`config.mk`:
```
export PLATFORM = sky130hd
export DESIGN_NAME = dlfloat_operand_loader_flat
export DESIGN_NICKNAME = d
export VERILOG_FILES = /design/src/rtl/dlfloat_operand_loader_if.sv /design/src/rtl/dlfloat_operand_loader.sv /design/src/flat_wrapper.sv
export SDC_FILE = /design/constraint.sdc
export NUM_CORES = 1
export LEC_CHECK = 0
export ABC_CLOCK_PERIOD_IN_PS = 5200
export BUFFER_PORTS_ARGS = -buffer_cell sky130_fd_sc_hd__buf_2
export CAP_MARGIN = 15
export CORE_MARGIN = 5
export CORE_UTILIZATION = 60
export CTS_BUF_LIST = sky130_fd_sc_hd__clkbuf_16
export DETAILED_ROUTE_END_ITERATION = 6
export PLACE_DENSITY = 0.83
export SYNTH_ARGS = -nofsm -noshare
export SYNTH_HDL_FRONTEND = slang
export SYNTH_SLANG_ARGS = --single-unit
```
`constraint.sdc`:
```
create_clock -name clk -period 5.2 [get_ports clk]
set_clock_uncertainty 0.1 [all_clocks]
set_input_delay 1.04 -clock clk [delete_from_list [all_inputs] [get_ports clk]]
set_output_delay 1.04 -clock clk [all_outputs]
set_load 0.005 [all_outputs]
```
`src/rtl/dlfloat_operand_loader_if.sv`:
```
`default_nettype none
// +--------------------------------------------------------------------+
// | dlfloat_operand_loader_if : byte-in / operand-pair-out bus bundle  |
// | Revision 1.0                                                       |
// +--------------------------------------------------------------------+
interface dlfloat_operand_loader_if #(
   parameter int CNT_W = 8
);
   logic [7:0]       byte_in;
   logic             byte_valid;
   logic             byte_ready;
   logic             mac_ready;
   logic [15:0]      op_a;
   logic [15:0]      op_b;
   logic             op_valid;
   logic             op_nan;
   logic             op_zero;
   logic             frame_err;
   logic [CNT_W-1:0] pair_count;

   // master is the loader itself; slave is the byte source / MAC side
   modport master (
      input  byte_in, byte_valid, mac_ready,
      output byte_ready, op_a, op_b, op_valid, op_nan, op_zero,
             frame_err, pair_count
   );

   modport slave (
      output byte_in, byte_valid, mac_ready,
      input  byte_ready, op_a, op_b, op_valid, op_nan, op_zero,
             frame_err, pair_count
   );
endinterface
`default_nettype wire

```
`src/rtl/dlfloat_operand_loader.sv`:
```
`default_nettype none
// +--------------------------------------------------------------------+
// | dlfloat_operand_loader : assembles byte stream into DLFloat16      |
// | operand pairs with a one-entry holding slot and mid-frame timeout. |
// | Revision 1.0                                                       |
// +--------------------------------------------------------------------+
module dlfloat_operand_loader #(
   parameter int TIMEOUT_CYCLES = 255,
   parameter int TO_W           = 8,
   parameter int CNT_W          = 8
) (
   input  logic                      clk,
   input  logic                      rst_n,
   dlfloat_operand_loader_if.master  bus
);

   typedef enum logic [0:0] {
      COLLECT = 1'b0,
      FULL    = 1'b1
   } state_t;

   localparam logic [TO_W-1:0] TO_LAST = TO_W'(TIMEOUT_CYCLES - 1);

   state_t             state_q, state_d;
   logic [1:0]         byte_idx_q, byte_idx_d;
   logic [15:0]        asm_a_q, asm_a_d;
   logic [15:0]        asm_b_q, asm_b_d;
   logic [TO_W-1:0]    to_cnt_q, to_cnt_d;
   logic [15:0]        op_a_q, op_a_d;
   logic [15:0]        op_b_q, op_b_d;
   logic               op_valid_q, op_valid_d;
   logic               op_nan_q, op_nan_d;
   logic               op_zero_q, op_zero_d;
   logic               frame_err_q, frame_err_d;
   logic [CNT_W-1:0]   pair_count_q, pair_count_d;
   logic               rdy_en_q;

   logic               accept;
   logic               consume;
   logic               load;
   logic [15:0]        ld_a;
   logic [15:0]        ld_b;

   // Keeps byte_ready low while in reset and releases it on the first edge after
   always_ff @(posedge clk or negedge rst_n) begin
      if (!rst_n) rdy_en_q <= 1'b0;
      else        rdy_en_q <= 1'b1;
   end

   assign bus.byte_ready = rdy_en_q & (state_q == COLLECT);
   assign accept         = bus.byte_valid & bus.byte_ready;
   assign consume        = op_valid_q & bus.mac_ready;

   always_comb begin
      state_d      = state_q;
      byte_idx_d   = byte_idx_q;
      asm_a_d      = asm_a_q;
      asm_b_d      = asm_b_q;
      to_cnt_d     = to_cnt_q;
      op_a_d       = op_a_q;
      op_b_d       = op_b_q;
      op_valid_d   = op_valid_q;
      op_nan_d     = op_nan_q;
      op_zero_d    = op_zero_q;
      frame_err_d  = 1'b0;
      pair_count_d = pair_count_q;
      load         = 1'b0;
      ld_a         = asm_a_q;
      ld_b         = asm_b_q;

      if (consume) begin
         op_valid_d   = 1'b0;
         pair_count_d = pair_count_q + 1'b1;
      end

      case (state_q)
         COLLECT: begin
            if (accept) begin
               to_cnt_d   = '0;
               byte_idx_d = byte_idx_q + 2'd1;
               case (byte_idx_q)
                  2'd0: asm_a_d[7:0]  = bus.byte_in;
                  2'd1: asm_a_d[15:8] = bus.byte_in;
                  2'd2: asm_b_d[7:0]  = bus.byte_in;
                  default: begin
                     asm_b_d[15:8] = bus.byte_in;
                     // Bypass the last byte so a free slot loads without a bubble
                     if (!op_valid_q || consume) begin
                        load = 1'b1;
                        ld_b = {bus.byte_in, asm_b_q[7:0]};
                     end else begin
                        state_d = FULL;
                     end
                  end
               endcase
            end else if (byte_idx_q == 2'd0) begin
               to_cnt_d = '0;
            end else if (to_cnt_q == TO_LAST) begin
               byte_idx_d  = 2'd0;
               to_cnt_d    = '0;
               asm_a_d     = '0;
               asm_b_d     = '0;
               frame_err_d = 1'b1;
            end else begin
               to_cnt_d = to_cnt_q + 1'b1;
            end
         end
         FULL: begin
            to_cnt_d = '0;
            if (consume) begin
               load       = 1'b1;
               byte_idx_d = 2'd0;
               state_d    = COLLECT;
            end
         end
         default: state_d = COLLECT;
      endcase

      if (load) begin
         op_a_d     = ld_a;
         op_b_d     = ld_b;
         op_valid_d = 1'b1;
         op_nan_d   = (ld_a == 16'hFFFF) || (ld_b == 16'hFFFF);
         op_zero_d  = ((ld_a == 16'h0000) || (ld_b == 16'h0000)) &&
                      !((ld_a == 16'hFFFF) || (ld_b == 16'hFFFF));
      end
   end

   always_ff @(posedge clk or negedge rst_n) begin
      if (!rst_n) begin
         state_q      <= COLLECT;
         byte_idx_q   <= 2'd0;
         asm_a_q      <= '0;
         asm_b_q      <= '0;
         to_cnt_q     <= '0;
         op_a_q       <= '0;
         op_b_q       <= '0;
         op_valid_q   <= 1'b0;
         op_nan_q     <= 1'b0;
         op_zero_q    <= 1'b0;
         frame_err_q  <= 1'b0;
         pair_count_q <= '0;
      end else begin
         state_q      <= state_d;
         byte_idx_q   <= byte_idx_d;
         asm_a_q      <= asm_a_d;
         asm_b_q      <= asm_b_d;
         to_cnt_q     <= to_cnt_d;
         op_a_q       <= op_a_d;
         op_b_q       <= op_b_d;
         op_valid_q   <= op_valid_d;
         op_nan_q     <= op_nan_d;
         op_zero_q    <= op_zero_d;
         frame_err_q  <= frame_err_d;
         pair_count_q <= pair_count_d;
      end
   end

   assign bus.op_a       = op_a_q;
   assign bus.op_b       = op_b_q;
   assign bus.op_valid   = op_valid_q;
   assign bus.op_nan     = op_nan_q;
   assign bus.op_zero    = op_zero_q;
   assign bus.frame_err  = frame_err_q;
   assign bus.pair_count = pair_count_q;

endmodule
`default_nettype wire

```
`src/flat_wrapper.sv`:
```
// flat-port wrapper written by rule: the top's interface ports become plain ports
module dlfloat_operand_loader_flat 
#(
   parameter int TIMEOUT_CYCLES = 255,
   parameter int TO_W           = 8,
   parameter int CNT_W          = 8
)
  (clk, rst_n, bus_byte_in, bus_byte_valid, bus_mac_ready, bus_byte_ready, bus_op_a, bus_op_b, bus_op_valid, bus_op_nan, bus_op_zero, bus_frame_err, bus_pair_count);
  dlfloat_operand_loader_if #(.CNT_W(CNT_W)) bus_i ();
  input  logic clk;
  input  logic rst_n;
  input wire logic [$bits(bus_i.byte_in)-1:0] bus_byte_in;
  input wire logic [$bits(bus_i.byte_valid)-1:0] bus_byte_valid;
  input wire logic [$bits(bus_i.mac_ready)-1:0] bus_mac_ready;
  output wire logic [$bits(bus_i.byte_ready)-1:0] bus_byte_ready;
  output wire logic [$bits(bus_i.op_a)-1:0] bus_op_a;
  output wire logic [$bits(bus_i.op_b)-1:0] bus_op_b;
  output wire logic [$bits(bus_i.op_valid)-1:0] bus_op_valid;
  output wire logic [$bits(bus_i.op_nan)-1:0] bus_op_nan;
  output wire logic [$bits(bus_i.op_zero)-1:0] bus_op_zero;
  output wire logic [$bits(bus_i.frame_err)-1:0] bus_frame_err;
  output wire logic [$bits(bus_i.pair_count)-1:0] bus_pair_count;
  assign bus_i.byte_in = bus_byte_in;
  assign bus_i.byte_valid = bus_byte_valid;
  assign bus_i.mac_ready = bus_mac_ready;
  assign bus_byte_ready = bus_i.byte_ready;
  assign bus_op_a = bus_i.op_a;
  assign bus_op_b = bus_i.op_b;
  assign bus_op_valid = bus_i.op_valid;
  assign bus_op_nan = bus_i.op_nan;
  assign bus_op_zero = bus_i.op_zero;
  assign bus_frame_err = bus_i.frame_err;
  assign bus_pair_count = bus_i.pair_count;
  dlfloat_operand_loader #(.TIMEOUT_CYCLES(TIMEOUT_CYCLES), .TO_W(TO_W), .CNT_W(CNT_W)) u_core (.clk(clk), .rst_n(rst_n), .bus(bus_i));
endmodule
```
==> impl_metrics.yaml <==
power:
  powerDensity_mw_per_mm2: 573
  intPower_w: 0.00181
  switching_share: 0.317
  peakVddDrop_v: 0.000372
  switchingPower_w: 0.000841
  power_frac_seq: 0.448
  power.leakage_nw: 2.27
  power_frac_clock: 0.269
  power_frac_comb: 0.283
final_layout:
  insertedDiodeCount: 0
  syn_to_final_growth_pct: 17.1
  stdcell_count: 462
  utilization: 0.725
  nets: 399
  drive_above_1_share: 0.369
worst_hold_path:
  hold_start: "u_core.bus.pair_count[7]"
  min_to: "u_core.bus.pair_count[7]"
  min_path_type: "reg2reg"
  whs_path_depth: 1
setup_path:
  critical_path_required_ns: 5.31
  crit_family: "compound AO/OA/AOI/OAI gates"
  cp-end-kind: "flip-flop"
  reg2reg_from: "u_core.byte_idx_q[0]"
  worstSetupPathType: "in2reg"
  crit_fanout: 24
  critical_path_buf_inv_count: 2
  arrival_ns: 2.67
  ff2ff_setup_slack_ns: 2.71
  critPathSlowestCell: "a21oi_4"
  r2r-end: "u_core.bus.op_b[2]"
  crit_chain: "buf_2 -> nand4b_4 -> a21oi_4 -> buf_4 -> mux2_2"
  max_stage_delay_ns: 0.56
  reg2reg_depth: 5
  cp-start-kind: "input pin"
clocking:
  numCtsBuffers: 9
  htree_num_levels: 3
  cts_tree: "done"
  hold_buffers: 0
  cts_setup_buffers: 0
  ctsResizeCount: 0
  cts_buffer_depth: 2
  insertion_delay_ns: 0.33
  path_clk_slew_ns: 0.06
  clock-root-buffer: "clkbuf_16"
  clock-sinks: 88
drt:
  detail_route.first_pass.iterations: 7
  ant_nets: 0
  wl_um: 8330
  via_per_inst: 5.90
  vias: 2726
  drt_iter0_markers: 238
  wl_per_cell_um: 18.0
  drcViolationCount: 0
die:
  placeableCoreArea_mm2: 0.00639
  initial_core_util: 0.620
  die_width_um: 91.2
  rows: 29
  die_area_mm2: 0.00832
  die_h_um: 91.2
  num_io_pins: 57
global_routing:
  antenna_found_initial: 0
  grt.overflow.total: 0
  grt_use_total: 0.208
  grt_pass1_wl_um: 14000
  grt_max_degree: 89
  grt_pass1_vias: 2719
timing:
  slew_headroom: 0.512
  period_minus_slack_ns: 2.55
  tightest_slew_ns: 0.728
  hold_viol: 0
  rsz0062_at_grt: "false"
  slew_viol_final: 0
  max_freq_mhz: 392
  setup_violations: 0
  setup_tns_ns: 0
  period_share: 0.491
synth:
  synth_nets: 341
  avgSynthCellArea_um2: 12.3
  yosysSeqAreaShare: 0.557
  synth_area_leader_cell: "dfrtp_1"
  synth_flop_cell: "dfrtp_1"
  async_flop_share: 1.00
  synth_edf_count: 0
  synth_top_cell_area_share: 0.557
  yosysMostFrequentCell: "dfrtp_1"
  ys_ff_latch: 88
  syn_area_mm2: 0.00396
  synth_cell_type_count: 45
  synthTopCellsByArea: "dfrtp_1 (56%), mux2_2 (14%), nand2_1 (2.7%)"
  synthTopCellsByCount: "dfrtp_1 (88), mux2_2 (48), nand2_1 (28)"
  yosys_warnings: 0
  syn_inst: 322
placed_design:
  post-place-cells: 445
  dp_hpwl_um: 5610
  globalplace.congestion: 0.806
  portBuffers: 56
flow_run:
  maxCapViolCount: 0
outcome:
  outcome: "completed"
registers in the layout, indices dropped and copies added, names as in the netlist, 2 cells and up:
signal,cells
u_core.to_cnt_q,8
u_core.byte_idx_q,2
u_core.bus.pair_count,8
u_core.bus.op_a,16
u_core.asm_a_q,16
u_core.asm_b_q,16
u_core.bus.op_b,16
cell families (layout without fill, tap and decap cells):
logic type      count (synthesis)  in the layout  synth area share
simple gates                  104            104             0.152
compound gates                 40             40            0.0626
other cells                     1              1          0.000948
flops                          88             88             0.557
mux                            56             56             0.157
xor+xnor                       11             11            0.0244
fa+ha+maj                       7              7            0.0221
buf+inv                        15             78            0.0247
metrics by stage:
step	total power, W	cell area (µm²)	setup slack [ns]	hold slack [ns]
floorplan	0.00163	3960	2.81	0.354
global placement	0.00189	4270	2.32	0.352
detailed placement	0.00194	4270	2.29	0.356
CTS	0.00266	4600	2.66	0.368
global route	0.00282	4630	2.54	0.394
finish	0.00265	4630	2.65	0.358
worst reg2reg max path, delay by kind of cell, from the launching register on:
kind | cells | cell delay [ns]
AOI/OAI and AO/OA | 1 | 0.56
DFF | 1 | 0.43
buffers and inverters | 1 | 0.39
muxes | 1 | 0.38
adders and majority gates | 1 | 0.31
and+or+nand+nor | 1 | 0.21
cell type report:
| type | count | area (µm²) |
|---|---|---|
| clock inverter | 7 | 111 |
| timing repair buffer | 58 | 318 |
| clock buffer | 9 | 225 |
| sequential | 88 | 2200 |
| tap | 77 | 96.3 |
| multi-input combinational | 219 | 1660 |
| inverter | 4 | 15.0 |
| fill | 422 | 1750 |
layout by cell type (no fill, tap or decap), types with 4 or more instances in the layout:
master / count
a21oi_1: 13
and2_2: 8
buf_2: 55
clkbuf_16: 9
dfrtp_1: 88
ha_1: 7
inv_1: 5
mux2_2: 48
mux2i_1: 8
nand2_1: 28
nand3_1: 6
nand4_1: 14
nor2_1: 20
nor4_1: 11
o211ai_1: 4
o21ai_0: 11
xnor2_1: 6
xor2_1: 5
routing by layer:
layer | global-route usage | part of all wire | routed length (µm)
met1 | 0.298 | 0.45 | 3730
met2 | 0.323 | 0.49 | 4040
met3 | 0.0355 | 0.050 | 418
met4 | 0.0758 | 0.017 | 142
met5 | 0 | 0 | 0
how the worst max path moves through the flow:
stage                    startpoint            endpoint  slack (ns)  cells past startpoint
2_1_floorplan        bus_byte_valid  u_core.asm_b_q[10]        2.81                      6
3_3_place_gp         bus_byte_valid  u_core.bus.op_b[6]        2.32                      5
3_5_place_dp         bus_byte_valid  u_core.bus.op_b[4]        2.29                      5
4_1_cts              bus_byte_valid  u_core.bus.op_b[5]        2.66                      5
5_1_grt        u_core.byte_idx_q[0]  u_core.bus.op_b[2]        2.54                      5
6_report             bus_byte_valid  u_core.bus.op_b[2]        2.65                      5
power by group through the flow:
stage	Combinational [W]	Sequential (W)	Clock (W)
2_1_floorplan	0.000484	0.00115	0
3_3_place_gp	0.000716	0.00117	0
3_5_place_dp	0.000745	0.00119	0
4_1_cts	0.000755	0.00119	0.000720
5_1_grt	0.000836	0.00123	0.000753
6_report	0.000751	0.00119	0.000715
No activity file was read; power rests on OpenSTA's default activity.
